**src/rtl/lap_timer_core.sv**
```systemverilog
// rtl/lap_timer_core.sv - BCD stopwatch/countdown core with lap freeze and 8-digit multiplexed display
//
// Ports:
//   clk         single clock, rising edge
//   rst         asynchronous active-low reset
//   start       level input; each rising edge toggles run/stop
//   lap         level input; each rising edge toggles frozen/live display
//   clr         level input; rising edge zeroes (up) or presets (down) the time while stopped
//   mode        0 = count up, 1 = count down; taken only while stopped
//   preset      BCD hh:mm:ss:cc countdown load value, [31:28] = h_ten
//   seg_data    {a,b,c,d,e,f,g,dp}, active-high, registered
//   seg_com     active-low one-hot digit enable, bit 7 = leftmost, registered
//   running     high while counting
//   lap_active  high while the display shows the lap snapshot
//   done        one-cycle pulse when a countdown reaches zero
module lap_timer_core #(
  parameter int CLK_HZ   = 1000,
  parameter int SCAN_DIV = 1,
  parameter int HOUR_MAX = 23
) (
  input  logic        clk,
  input  logic        rst,
  input  logic        start,
  input  logic        lap,
  input  logic        clr,
  input  logic        mode,
  input  logic [31:0] preset,
  output logic [7:0]  seg_data,
  output logic [7:0]  seg_com,
  output logic        running,
  output logic        lap_active,
  output logic        done
);

  localparam int PRE_DIV = CLK_HZ / 100;
  localparam int PW = (PRE_DIV > 1) ? $clog2(PRE_DIV) : 1;
  localparam logic [PW-1:0] PRE_LAST = PW'(PRE_DIV - 1);
  localparam int SW = (SCAN_DIV > 1) ? $clog2(SCAN_DIV) : 1;
  localparam logic [SW-1:0] SCAN_LAST = SW'(SCAN_DIV - 1);
  localparam logic [7:0] HOUR_LAST = {4'(HOUR_MAX / 10), 4'(HOUR_MAX % 10)};
  // Largest legal value of each digit, in the same nibble layout as the time.
  localparam logic [31:0] DIGIT_MAX = 32'h9959_5999;

  // Ripple a +1 through cc, ss, mm; hours wrap after HOUR_LAST.
  function automatic logic [31:0] bcd_inc(input logic [31:0] t);
    logic [31:0] r;
    logic        carry;
    r     = t;
    carry = 1'b1;
    for (int i = 0; i < 6; i++) begin
      if (carry) begin
        if (t[i*4 +: 4] >= DIGIT_MAX[i*4 +: 4]) begin
          r[i*4 +: 4] = 4'd0;
        end else begin
          r[i*4 +: 4] = t[i*4 +: 4] + 4'd1;
          carry       = 1'b0;
        end
      end
    end
    if (carry) begin
      if (t[31:24] >= HOUR_LAST) begin
        r[31:24] = 8'h00;
      end else if (t[27:24] >= 4'd9) begin
        r[31:24] = {t[31:28] + 4'd1, 4'd0};
      end else begin
        r[27:24] = t[27:24] + 4'd1;
      end
    end
    return r;
  endfunction

  // Ripple a -1 with borrow; a zero digit reloads its maximum.
  function automatic logic [31:0] bcd_dec(input logic [31:0] t);
    logic [31:0] r;
    logic        borrow;
    r      = t;
    borrow = 1'b1;
    for (int i = 0; i < 6; i++) begin
      if (borrow) begin
        if (t[i*4 +: 4] == 4'd0) begin
          r[i*4 +: 4] = DIGIT_MAX[i*4 +: 4];
        end else begin
          r[i*4 +: 4] = t[i*4 +: 4] - 4'd1;
          borrow      = 1'b0;
        end
      end
    end
    // Hours never borrow below 00: an all-zero time stops the count first.
    if (borrow && (t[31:24] != 8'h00)) begin
      if (t[27:24] == 4'd0) begin
        r[31:24] = {t[31:28] - 4'd1, 4'd9};
      end else begin
        r[27:24] = t[27:24] - 4'd1;
      end
    end
    return r;
  endfunction

  function automatic logic [31:0] bcd_sat(input logic [31:0] t);
    logic [31:0] r;
    for (int i = 0; i < 8; i++) begin
      r[i*4 +: 4] = (t[i*4 +: 4] > DIGIT_MAX[i*4 +: 4]) ? DIGIT_MAX[i*4 +: 4] : t[i*4 +: 4];
    end
    return r;
  endfunction

  function automatic logic [7:0] seg_code(input logic [3:0] d);
    logic [7:0] s;
    case (d)
      4'd0:    s = 8'hFC;
      4'd1:    s = 8'h60;
      4'd2:    s = 8'hDA;
      4'd3:    s = 8'hF2;
      4'd4:    s = 8'h66;
      4'd5:    s = 8'hB6;
      4'd6:    s = 8'hBE;
      4'd7:    s = 8'hE0;
      4'd8:    s = 8'hFE;
      4'd9:    s = 8'hF6;
      default: s = 8'h00;
    endcase
    return s;
  endfunction

  logic          start_q, lap_q, clr_q;
  // Low for the first cycle after reset so a level already high is not an edge.
  logic          armed;
  logic          start_ev, lap_ev, clr_ev;
  logic [31:0]   tm, snap;
  logic [31:0]   clr_val, tm_after_clr, tm_step, disp;
  logic [PW-1:0] pre;
  logic          mode_r;
  logic          tick, clr_ok, reach_zero, start_blocked;
  logic [SW-1:0] scan_div;
  logic [2:0]    slot;
  logic [3:0]    digit;
  logic          dp;

  always_comb begin
    start_ev      = armed & start & ~start_q;
    lap_ev        = armed & lap & ~lap_q;
    clr_ev        = armed & clr & ~clr_q;
    clr_ok        = clr_ev & ~running;
    clr_val       = mode ? bcd_sat(preset) : 32'h0;
    // A start in the same cycle as clr sees the freshly loaded time.
    tm_after_clr  = clr_ok ? clr_val : tm;
    start_blocked = mode & (tm_after_clr == 32'h0);
    tick          = running & (pre == PRE_LAST);
    tm_step       = mode_r ? bcd_dec(tm) : bcd_inc(tm);
    reach_zero    = tick & mode_r & (tm_step == 32'h0);
    disp          = lap_active ? snap : tm;
    // Slot 0 is the leftmost digit, i.e. the top nibble.
    digit         = disp[{~slot, 2'b00} +: 4];
    dp            = slot[0] & (slot != 3'd7);
  end

  always_ff @(posedge clk or negedge rst) begin
    if (!rst) begin
      start_q    <= 1'b0;
      lap_q      <= 1'b0;
      clr_q      <= 1'b0;
      armed      <= 1'b0;
      tm         <= 32'h0;
      snap       <= 32'h0;
      pre        <= '0;
      mode_r     <= 1'b0;
      running    <= 1'b0;
      lap_active <= 1'b0;
      done       <= 1'b0;
    end else begin
      start_q <= start;
      lap_q   <= lap;
      clr_q   <= clr;
      armed   <= 1'b1;
      done    <= reach_zero;

      // Direction is frozen for the duration of a run.
      if (!running) mode_r <= mode;

      if (clr_ok)    tm <= clr_val;
      else if (tick) tm <= tm_step;

      if (clr_ok)       pre <= '0;
      else if (running) pre <= (pre == PRE_LAST) ? '0 : pre + 1'b1;

      if (reach_zero) begin
        running <= 1'b0;
      end else if (start_ev) begin
        if (running)             running <= 1'b0;
        else if (!start_blocked) running <= 1'b1;
      end

      if (clr_ok) begin
        lap_active <= 1'b0;
      end else if (lap_ev) begin
        if (lap_active) begin
          lap_active <= 1'b0;
        end else begin
          snap       <= tm;
          lap_active <= 1'b1;
        end
      end
    end
  end

  always_ff @(posedge clk or negedge rst) begin
    if (!rst) begin
      scan_div <= '0;
      slot     <= 3'd0;
      seg_com  <= 8'hFF;
      seg_data <= 8'h00;
    end else begin
      if (scan_div == SCAN_LAST) begin
        scan_div <= '0;
        slot     <= slot + 3'd1;
      end else begin
        scan_div <= scan_div + 1'b1;
      end
      seg_com  <= ~(8'h80 >> slot);
      seg_data <= seg_code(digit) | {7'b0, dp};
    end
  end

endmodule
```
**config.mk**
```make
export PLATFORM = sky130hd
export DESIGN_NAME = lap_timer_core
export DESIGN_NICKNAME = d
export VERILOG_FILES = /design/src/rtl/lap_timer_core.sv
export SDC_FILE = /design/constraint.sdc
export NUM_CORES = 1
export LEC_CHECK = 0
export CAP_MARGIN = 15
export CORE_ASPECT_RATIO = 0.7
export CORE_UTILIZATION = 35
export DETAILED_ROUTE_END_ITERATION = 8
export GPL_TIMING_DRIVEN = 0
export PLACE_DENSITY = 0.65
export SYNTH_ARGS = -nofsm -noshare
export SYNTH_HDL_FRONTEND = slang
export SYNTH_SLANG_ARGS = --single-unit
```
**constraint.sdc**
```tcl
create_clock -name clk -period 5.1 [get_ports clk]
set_input_delay 0.765 -clock clk [delete_from_list [all_inputs] [get_ports clk]]
set_output_delay 0.765 -clock clk [all_outputs]
set_load 0.005 [all_outputs]
```
After elaboration in Yosys (flattened, before gate mapping). Memory sizes are Yosys's and may differ from the RTL's. Index checks and enable logic that the tools add are counted.

Flip-flop bits (word level): 96. Bits in read-only memories: 112. Input bits: 38. Output and inout bits: 19. Logic and storage cells: 167. Memories: 1.

Memory list: (name not given) (words 16, bits a word 7, read ports 1, clocked after memory_dff 0, write ports 0, line 109) `case (d)`.

$add $sub $neg: 19. $lt $le $gt $ge: 16. Equality and inequality tests: 2. Shifts and indexed selects: 2. Muxes and demuxes: 76. Bitwise logic cells: 20. Reduce and logical (&&, ||, !) cells: 16.

Operator list (number): $mux W32 (6); $mux W4 (37); $logic_not A32 Y1 (2); $add A4 B1 Y4 const B (9); $shiftx A32 B6 Y4 (1); $sub A4 B1 Y4 const B (8); $mux W1 (30); $logic_not A4 Y1 (7); $gt A4 B4 Y1 const B (6); $mux W8 (3); $ge A4 B4 Y1 const B (5); $and A1 B1 Y1 (12); $ge A4 B3 Y1 const B (2); $ge A8 B6 Y1 const B (1); $gt A4 B3 Y1 const B (2); $not A8 Y8 (1); $or A8 B1 Y8 (1); $reduce_bool A2 Y1 (4); $reduce_bool A8 Y1 (1); $shr A8 B3 Y8 const A (1); $not A1 Y1 (5); $eq A4 B4 Y1 const B (1); $add A3 B1 Y3 const B (1); $ne A3 B3 Y1 const B (1); other kinds (4) (4).

Logic depth before layout (Yosys ltp). Gate-level depths: netlist of run 1.

Depth after elaboration: 13. Gate-level depth with buffers: 12. Mapped depth without buffers: 10.

Worst setup path before layout of run 1. Ideal clock, no wire load.

Kind: flip-flop to flip-flop. From: register tm[0]. To: register done. Setup time: 0.068 ns. Arrival time: 3.116 ns. Data required time: 5.032 ns. Path slack: 1.916 ns. Cell stages (with the launch flop): 12. Buffers on the path: 1. Clock period less this slack: 3.184 ns. Cell sequence: dfrtp_1 -> clkbuf_1 -> inv_1 -> ha_1 -> or3b_1 -> nand4_1 -> or4_4 -> nand2_2 -> o22ai_1 -> or4_1 -> or4_1 -> and4bb_1.

Longest elaborated chain between the ends: 12. Elaborated cells between the ends (all ways): 34. Classes of those cells: 2 x add/sub; 1 x order compare; 27 x mux; 1 x bitwise; 3 x reduce/logical.

Ends and longest elaborated chain: from (decl) (line 129) `logic [31:0] tm, snap;`; from (signal assigned) (line 180) `if (clr_ok) tm <= clr_val;`; from (signal assigned) (line 181) `else if (tick) tm <= tm_step;`; parallel branches: the longest is 9 deep, another holds $ge A4 B4 Y1; $mux W32 * (line 149) `tm_step = mode_r ? bcd_dec(tm) : bcd_inc(tm);`; $logic_not A32 Y1 * (line 150) `reach_zero = tick & mode_r & (tm_step == 32'h0);`; $and A1 B1 Y1 * (line 150); net reach_zero (line 133) `logic tick, clr_ok, reach_zero, start_blocked;`; to (signal assigned) (line 175) `done <= reach_zero;`; to (decl) (line 32) `output logic done`.

Mark *: on every way through the listed nets, which the timed path passes. A chain may end at the register's enable or synchronous reset.

Worst setup path after layout of run 1. Ends and elaborated chain as after synthesis.

==> metrics.md, run 1 <==
| Metric | Value |
|---|---|
| Chip Width | 171 um |
| Num rows | 42 |
| ANT cells | 0 |
| Sequential element share of the synthesized area | 34.1% |
| DR iter-0 viols | 940 |
| Slew HR | 36.7% |
| Gpl congestion | 0.946 |
| Crit path buf inv count | 3 |
| Mapped Cells | 801 |
| Initial antenna violation count | 0 |
| Vias in the first global route | 6396 |
| Gr usage total | 24.3% |
| Yosys cell types | 80 |
| Clock buffer count from CTS | 9 |
| Endpoints failing setup | 0 |
| Share of layout cells above drive strength 1 | 10.5% |
| Register area | 0.00239 mm2 |
| Total Wirelength | 24100 um |
| Critical Path AT | 4.47 ns |
| Leakage | 3.22 nW |
| Largest net degree at the start of global routing | 49 |
| Worst-case clock buffer depth | 2 |
| DP Cell Count | 1123 |
| Design Area, Final | 0.00821 mm2 |
| Slew Limit Fails | 0 |
| Crit-path max FO | 10 |
| Commonest non-fill, non-tap cell in the layout | dfrtp_1 |
| Final #Nets | 946 |
| Slew @ Worst Pin | 0.941 ns |
| GR Overflow Total | 0 |
| Initial Utilization | 36.4% |
| Port Buffer Count | 56 |
| Ports | 57 |
| Worst Hold Class | input port to async pin |
| Placed cell area | 0.00791 mm2 |
| Hpwl dp | 18800 um |
| Endpoints failing hold | 0 |
| RSZ-0062 raised after global routing | false |
| DRT antenna net count | 0 |
| DRC viols | 0 |
| Avg Cell Area, Syn | 8.73 um2 |
| Final Cycle Share | 82.0% |
| Fin Hold WS | 0.433 ns |
| Vias | 6869 |
| Die Ht | 120 um |
| Max Cap Viol | 0 |
| Worst Setup Path Type | flip-flop to flip-flop |
| Worst clock skew | 0.0197 ns |
| Final setup TNS | 0 ns |
| Status | finished clean |
| Commonest non-fill, non-tap cells in the layout | 87 x dfrtp_1, 79 x o21ai_0, 77 x nand2_1 |
| Post-synth EDFFs | 0 |
| Fmax | 0.239 GHz |
| Async SR Flop Fraction | 100% |
| Pre-CTS setup slack | 1.04 ns |
| CP startpoint | tm[0] |
| Initial DRT Pass Iterations | 8 |
| Syn Std Cell Area | 0.00699 mm2 |
| Sink count of the clock tree | 95 |
| Wire length per cell | 21.1 um |
| Clk pin slew, worst setup/hold paths | 0.08 ns |
| Crit start category | flip-flop |
| Slowest-stage cell, CP | nand4_1 |
| Hold buffer count at cts | 0 |
| Syn nets | 877 |
| Post-CTS setup buffers | 0 |
| First-pass GRT wire length | 37600 um |
| Crit-path cells | clkbuf_1, inv_1, ha_1, nor3b_2, buf_2, nand4_1, nor3_1, mux2i_1, a22o_1, o2111ai_1, or4_1, and4bb_1 |
| Critical Path RT | 5.38 ns |
| Post-CTS resize count | 0 |
| H-tree depth | 3 |
| Via density | 6.03 |
| CP Capture Type | flip-flop |
| Max stage delay on crit path | 0.45 ns |
| Top delay family on crit path | simple AND/OR/NAND/NOR gates |
| Setup ws final | 0.915 ns |
| Clock Tree Root | clkbuf_16 |
| Clk_lat worst skew | 0.36 ns |
| Fin cells | 1139 |
| CTS tree | built |
| Core ar. | 0.0192 mm2 |
| Worst vdd ir | 0.191 mV |
| Fin crit period | 4.18 ns |
| Synthesized flop and latch total | 95 |
| Yosys warns | 0 |
| P per Cell Area | 539 mW/mm2 |
| RR Startpoint | tm[0] |
| Die ar. | 0.0206 mm2 |
| Top_reg_cell synth | dfrtp_1 |
| # fillers | 1910 |
| P&R area growth vs syn | 17.4% |
| Multi-input gate area | 0.00421 mm2 |
-- synthesized netlist by cell type, types with 6 or more instances --
master    number  area, um2
o22ai_1        6       37.5
mux2_2        12        135
or4_1          7       52.6
mux2i_1        6       60.1
buf_1          6       22.5
nor3_1        27        135
dfrtp_1       87       2180
nand3_1       21        105
a22oi_1       10       75.1
nor2_1        62        233
nor4_1        15       93.8
nand2_1       77        289
clkbuf_1      36        135
o21ai_0       79        395
a31oi_1       12       75.1
o31ai_1        6       45.0
dfstp_2        8        210
ha_1          38        475
o21a_1         7       52.6
buf_2          8       40.0
a21oi_1       49        245
a22o_1         6       52.6
or3_1          9       56.3
inv_1         46        173
mux4_2        21        473
nand4_1       18        113
-- per-stage QoR --
stage / util [%] / power [mW]
2_1_floorplan: - / 2.85
3_3_place_gp: 41.0 / 3.63
3_5_place_dp: 41.1 / 3.66
4_1_cts: 42.7 / 4.35
5_1_grt: 42.7 / 4.71
6_report: 42.7 / 4.43
-- sequential cells by signal (all words and copies together), names as in the netlist, 3 cells and up --
name / cells
seg_com: 8
seg_data: 8
slot: 3
snap: 32
pre: 4
tm: 32
-- path summary, 6_finish.rpt --
path / endpoint / slack [ns] / depth (start not counted)
setup / recovery: done / 0.92 / 12
hold / removal: snap[7] / 0.43 / 1
setup reg to reg: done / 0.92 / 12
hold reg to reg: snap[16] / 0.48 / 2
max in group asynchronous: tm[16] / 3.97 / 2
min in group clk: snap[16] / 0.48 / 2
-- worst register-to-register path, delay by kind of cell, from the launching register on --
kind                       cells  cell delay [ns]
and+or+nand+nor                5             1.97
buffers and inverters          3             0.81
DFF                            1             0.40
AOI/OAI and AO/OA              2             0.38
adders and majority gates      1             0.33
muxes                          1             0.23
-- cell type report --
| class | count | area share (%) |
|---|---|---|
| Multi-Input combinational cell | 606 | 51.3 |
| Sequential cell | 95 | 29.1 |
| Timing Repair Buffer | 58 | 7.19 |
| Tap cell | 264 | 4.02 |
| Clock buffer | 9 | 2.74 |
| Buffer | 52 | 2.59 |
| Inverter | 48 | 2.19 |
| Clock inverter | 7 | 0.869 |
-- routing by layer --
layer	vias up	wire length [um]	GRT usage, %
met5	-	0	0
met4	0	252	5.52
met3	22	3200	7.43
met2	453	9430	32.1
met1	3275	11200	37.6
li1	3119	-	-
-- cells by family (layout without fill, tap and decap cells) --
kind of cell / Yosys count / in the layout / synth area share, %
simple gates: 290 / 290 / 22.2
compound gates: 235 / 235 / 21.3
buf+inv: 100 / 174 / 5.62
flops: 95 / 95 / 34.1
mux: 39 / 39 / 9.55
fa+ha+maj: 38 / 38 / 6.80
xor+xnor: 3 / 3 / 0.376
other cells: 1 / 1 / 0.0536
-- where the power goes --
group | leakage [nW] | total (mW) | internal (mW) | switching (mW)
clock | 0.139 | 0.691 | 0.346 | 0.345
sequential | 1.17 | 1.38 | 1.03 | 0.343
combinational | 1.91 | 2.36 | 0.916 | 1.44
total | 3.22 | 4.43 | 2.30 | 2.13
Note: power is estimated with default switching activity, not from simulation.
==> inputs of run 2 (changes only) <==
--- a/config.mk
+++ b/config.mk
@@ -10,7 +10,7 @@
 export CORE_UTILIZATION = 35
 export DETAILED_ROUTE_END_ITERATION = 8
 export GPL_TIMING_DRIVEN = 0
-export PLACE_DENSITY = 0.65
+export PLACE_DENSITY = 0.67
 export SYNTH_ARGS = -nofsm -noshare
 export SYNTH_HDL_FRONTEND = slang
 export SYNTH_SLANG_ARGS = --single-unit
==> constraint.sdc (replaced) <==
create_clock -name clk -period 3.6 [get_ports clk]
set_input_delay 0.54 -clock clk [delete_from_list [all_inputs] [get_ports clk]]
set_output_delay 0.54 -clock clk [all_outputs]
set_load 0.005 [all_outputs]
==> metrics.md, run 2 (synthesized netlist as in run 1, its figures left out) <==
| Metric | Value |
|---|---|
| Via density | 6.07 |
| Crit-path max FO | 7 |
| P per Cell Area | 781 mW/mm2 |
| Clock buffer count from CTS | 9 |
| Worst clock skew | 0.00977 ns |
| Flop2flop setup slack | -0.05 ns |
| Worst Setup Path Type | flip-flop to flip-flop |
| Clock Tree Root | clkbuf_16 |
| Slowest-stage cell, CP | or4_1 |
| CTS tree | built |
| Gr usage total | 24.8% |
| GRT met1 Usage | 37.8% |
| Layer with the highest usage | met1 |
| Final #Nets | 960 |
| Initial antenna violation count | 0 |
| Critical Path RT | 3.88 ns |
| Final setup TNS | -0.0451 ns |
| Fin crit period | 3.65 ns |
| Setup ws final | -0.0451 ns |
| ANT cells | 0 |
| Share of layout cells above drive strength 1 | 15.0% |
| # fillers | 1943 |
| DRC viols | 0 |
| Core ar. | 0.0192 mm2 |
| Largest net degree at the start of global routing | 66 |
| CP Capture Type | flip-flop |
| Final Cycle Share | 101% |
| Total Wirelength | 24600 um |
| RSZ-0062 raised after global routing | true |
| Die ar. | 0.0206 mm2 |
| Clk_lat worst skew | 0.35 ns |
| Worst-case clock buffer depth | 2 |
| DR iter-0 viols | 781 |
| GR Overflow Total | 0 |
| Worst R2R End | done |
| Slew Limit Fails | 0 |
| DP Cell Count | 1122 |
| Endpoints failing hold | 0 |
| Hpwl dp | 18700 um |
| Fin cells | 1153 |
| Fmax | 0.274 GHz |
| Die Ht | 120 um |
| Chip Width | 171 um |
| Num rows | 42 |
| Worst vdd ir | 0.296 mV |
| Commonest non-fill, non-tap cells in the layout | 79 x o21ai_0, 79 x dfrtp_1, 77 x nand2_1 |
| Initial Utilization | 36.4% |
| Crit start category | flip-flop |
| Endpoints failing setup | 1 |
| Port Buffer Count | 56 |
| Most used cell, CP | or4_1 |
| Critical Path AT | 3.92 ns |
| Max stage delay on crit path | 0.57 ns |
| Sink count of the clock tree | 95 |
| First-pass GRT wire length | 38500 um |
| Ports | 57 |
| Initial DRT Pass Iterations | 5 |
| Leakage | 3.32 nW |
| H-tree depth | 3 |
| Crit-path cells | inv_1, ha_2, nor3b_2, nand2_1, o21ai_0, o2111ai_1, or4_1, or4_1, and4bb_1 |
| Slew HR | 39.9% |
| DRT antenna net count | 0 |
| Slew @ Worst Pin | 0.895 ns |
| Largest regs | snap (32), tm (32) |
| Met2 GRT Util | 32.2% |
| Utilization after layout | 44.1% |
| Status | finished with violations |
| Placed cell area | 0.00791 mm2 |
| Max Cap Viol | 0 |
| Routing usage on met3 | 8.81% |
| Gpl congestion | 0.956 |
| Vias | 6996 |
| Wire length per cell | 21.3 um |
| P&R area growth vs syn | 21.2% |
| RR Startpoint | tm[13] |
| Failing checks | negative setup slack |
| Worst R2R Path Depth | 9 |
| Clk pin slew, worst setup/hold paths | 0.07 ns |
| Design Area, Final | 0.00848 mm2 |
| Vias in the first global route | 6596 |
| Worst Hold Class | input port to async pin |
[run 2: changes by cell type in the layout (fill, tap and decap cells not counted), sizes merged]
| cell | previous run | this run |
|---|---|---|
| inv | 51 | 47 |
| clkinvlp | 2 | 3 |
| buf | 19 | 33 |
| clkbuf | 45 | 47 |
| bufinv | 0 | 1 |
[run 2: worst max path at each step]
stage / endpoint / start / cells after the start
2_1_floorplan: done / tm[0] / 11
3_3_place_gp: pre[0] / rst / 1
3_5_place_dp: done / tm[0] / 12
4_1_cts: done / tm[13] / 11
5_1_grt: done / tm[1] / 10
6_report: done / tm[13] / 9
[run 2: area by class of cell]
cell class,count,area (um2),share of cell area [%]
Multi-Input combinational cell,606,4300,50.8
Sequential cell,95,2400,28.3
Timing Repair Buffer,73,718,8.47
Tap cell,264,330,3.90
Clock buffer,11,243,2.86
Buffer,51,231,2.73
Inverter,48,188,2.21
Clock inverter,5,66.3,0.782
[run 2: metrics by stage]
step | hold WS [ns] | total power [mW] | worst slack, ns
floorplan | 0.244 | 4.04 | 0.416
global placement | 0.455 | 5.16 | -1.74
detailed placement | 0.468 | 5.19 | -0.437
CTS | 0.152 | 6.40 | 0.000812
global route | 0.168 | 7.02 | -0.135
finish | 0.144 | 6.62 | -0.0451
[run 2: timing repair]
item / CTS / global route
hold buffers: 0 / 0
gates resized for setup: 24 / 14
pin swaps: 2 / 0
setup buffers: 12 / 4
setup endpoints to repair: 4 / 30
[run 2: critical path, delay by kind of cell, from the launching register on]
kind	cells	cell delay [ns]
compound gates	2	0.55
fa+ha+maj	1	0.31
buf+inv	1	0.23
simple gates	5	1.99
flops	1	0.49
[run 2: routing by layer]
metal / vias to the layer above / share of wire (%)
li1: 3143 / -
met1: 3356 / 47
met2: 461 / 38
met3: 36 / 13
met4: 0 / 1.7
met5: - / 0
[run 2: report_power, final]
part	internal, mW	leakage [nW]	switching (mW)
combinational	1.47	2.02	2.14
clock	0.567	0.148	0.446
sequential	1.47	1.16	0.515
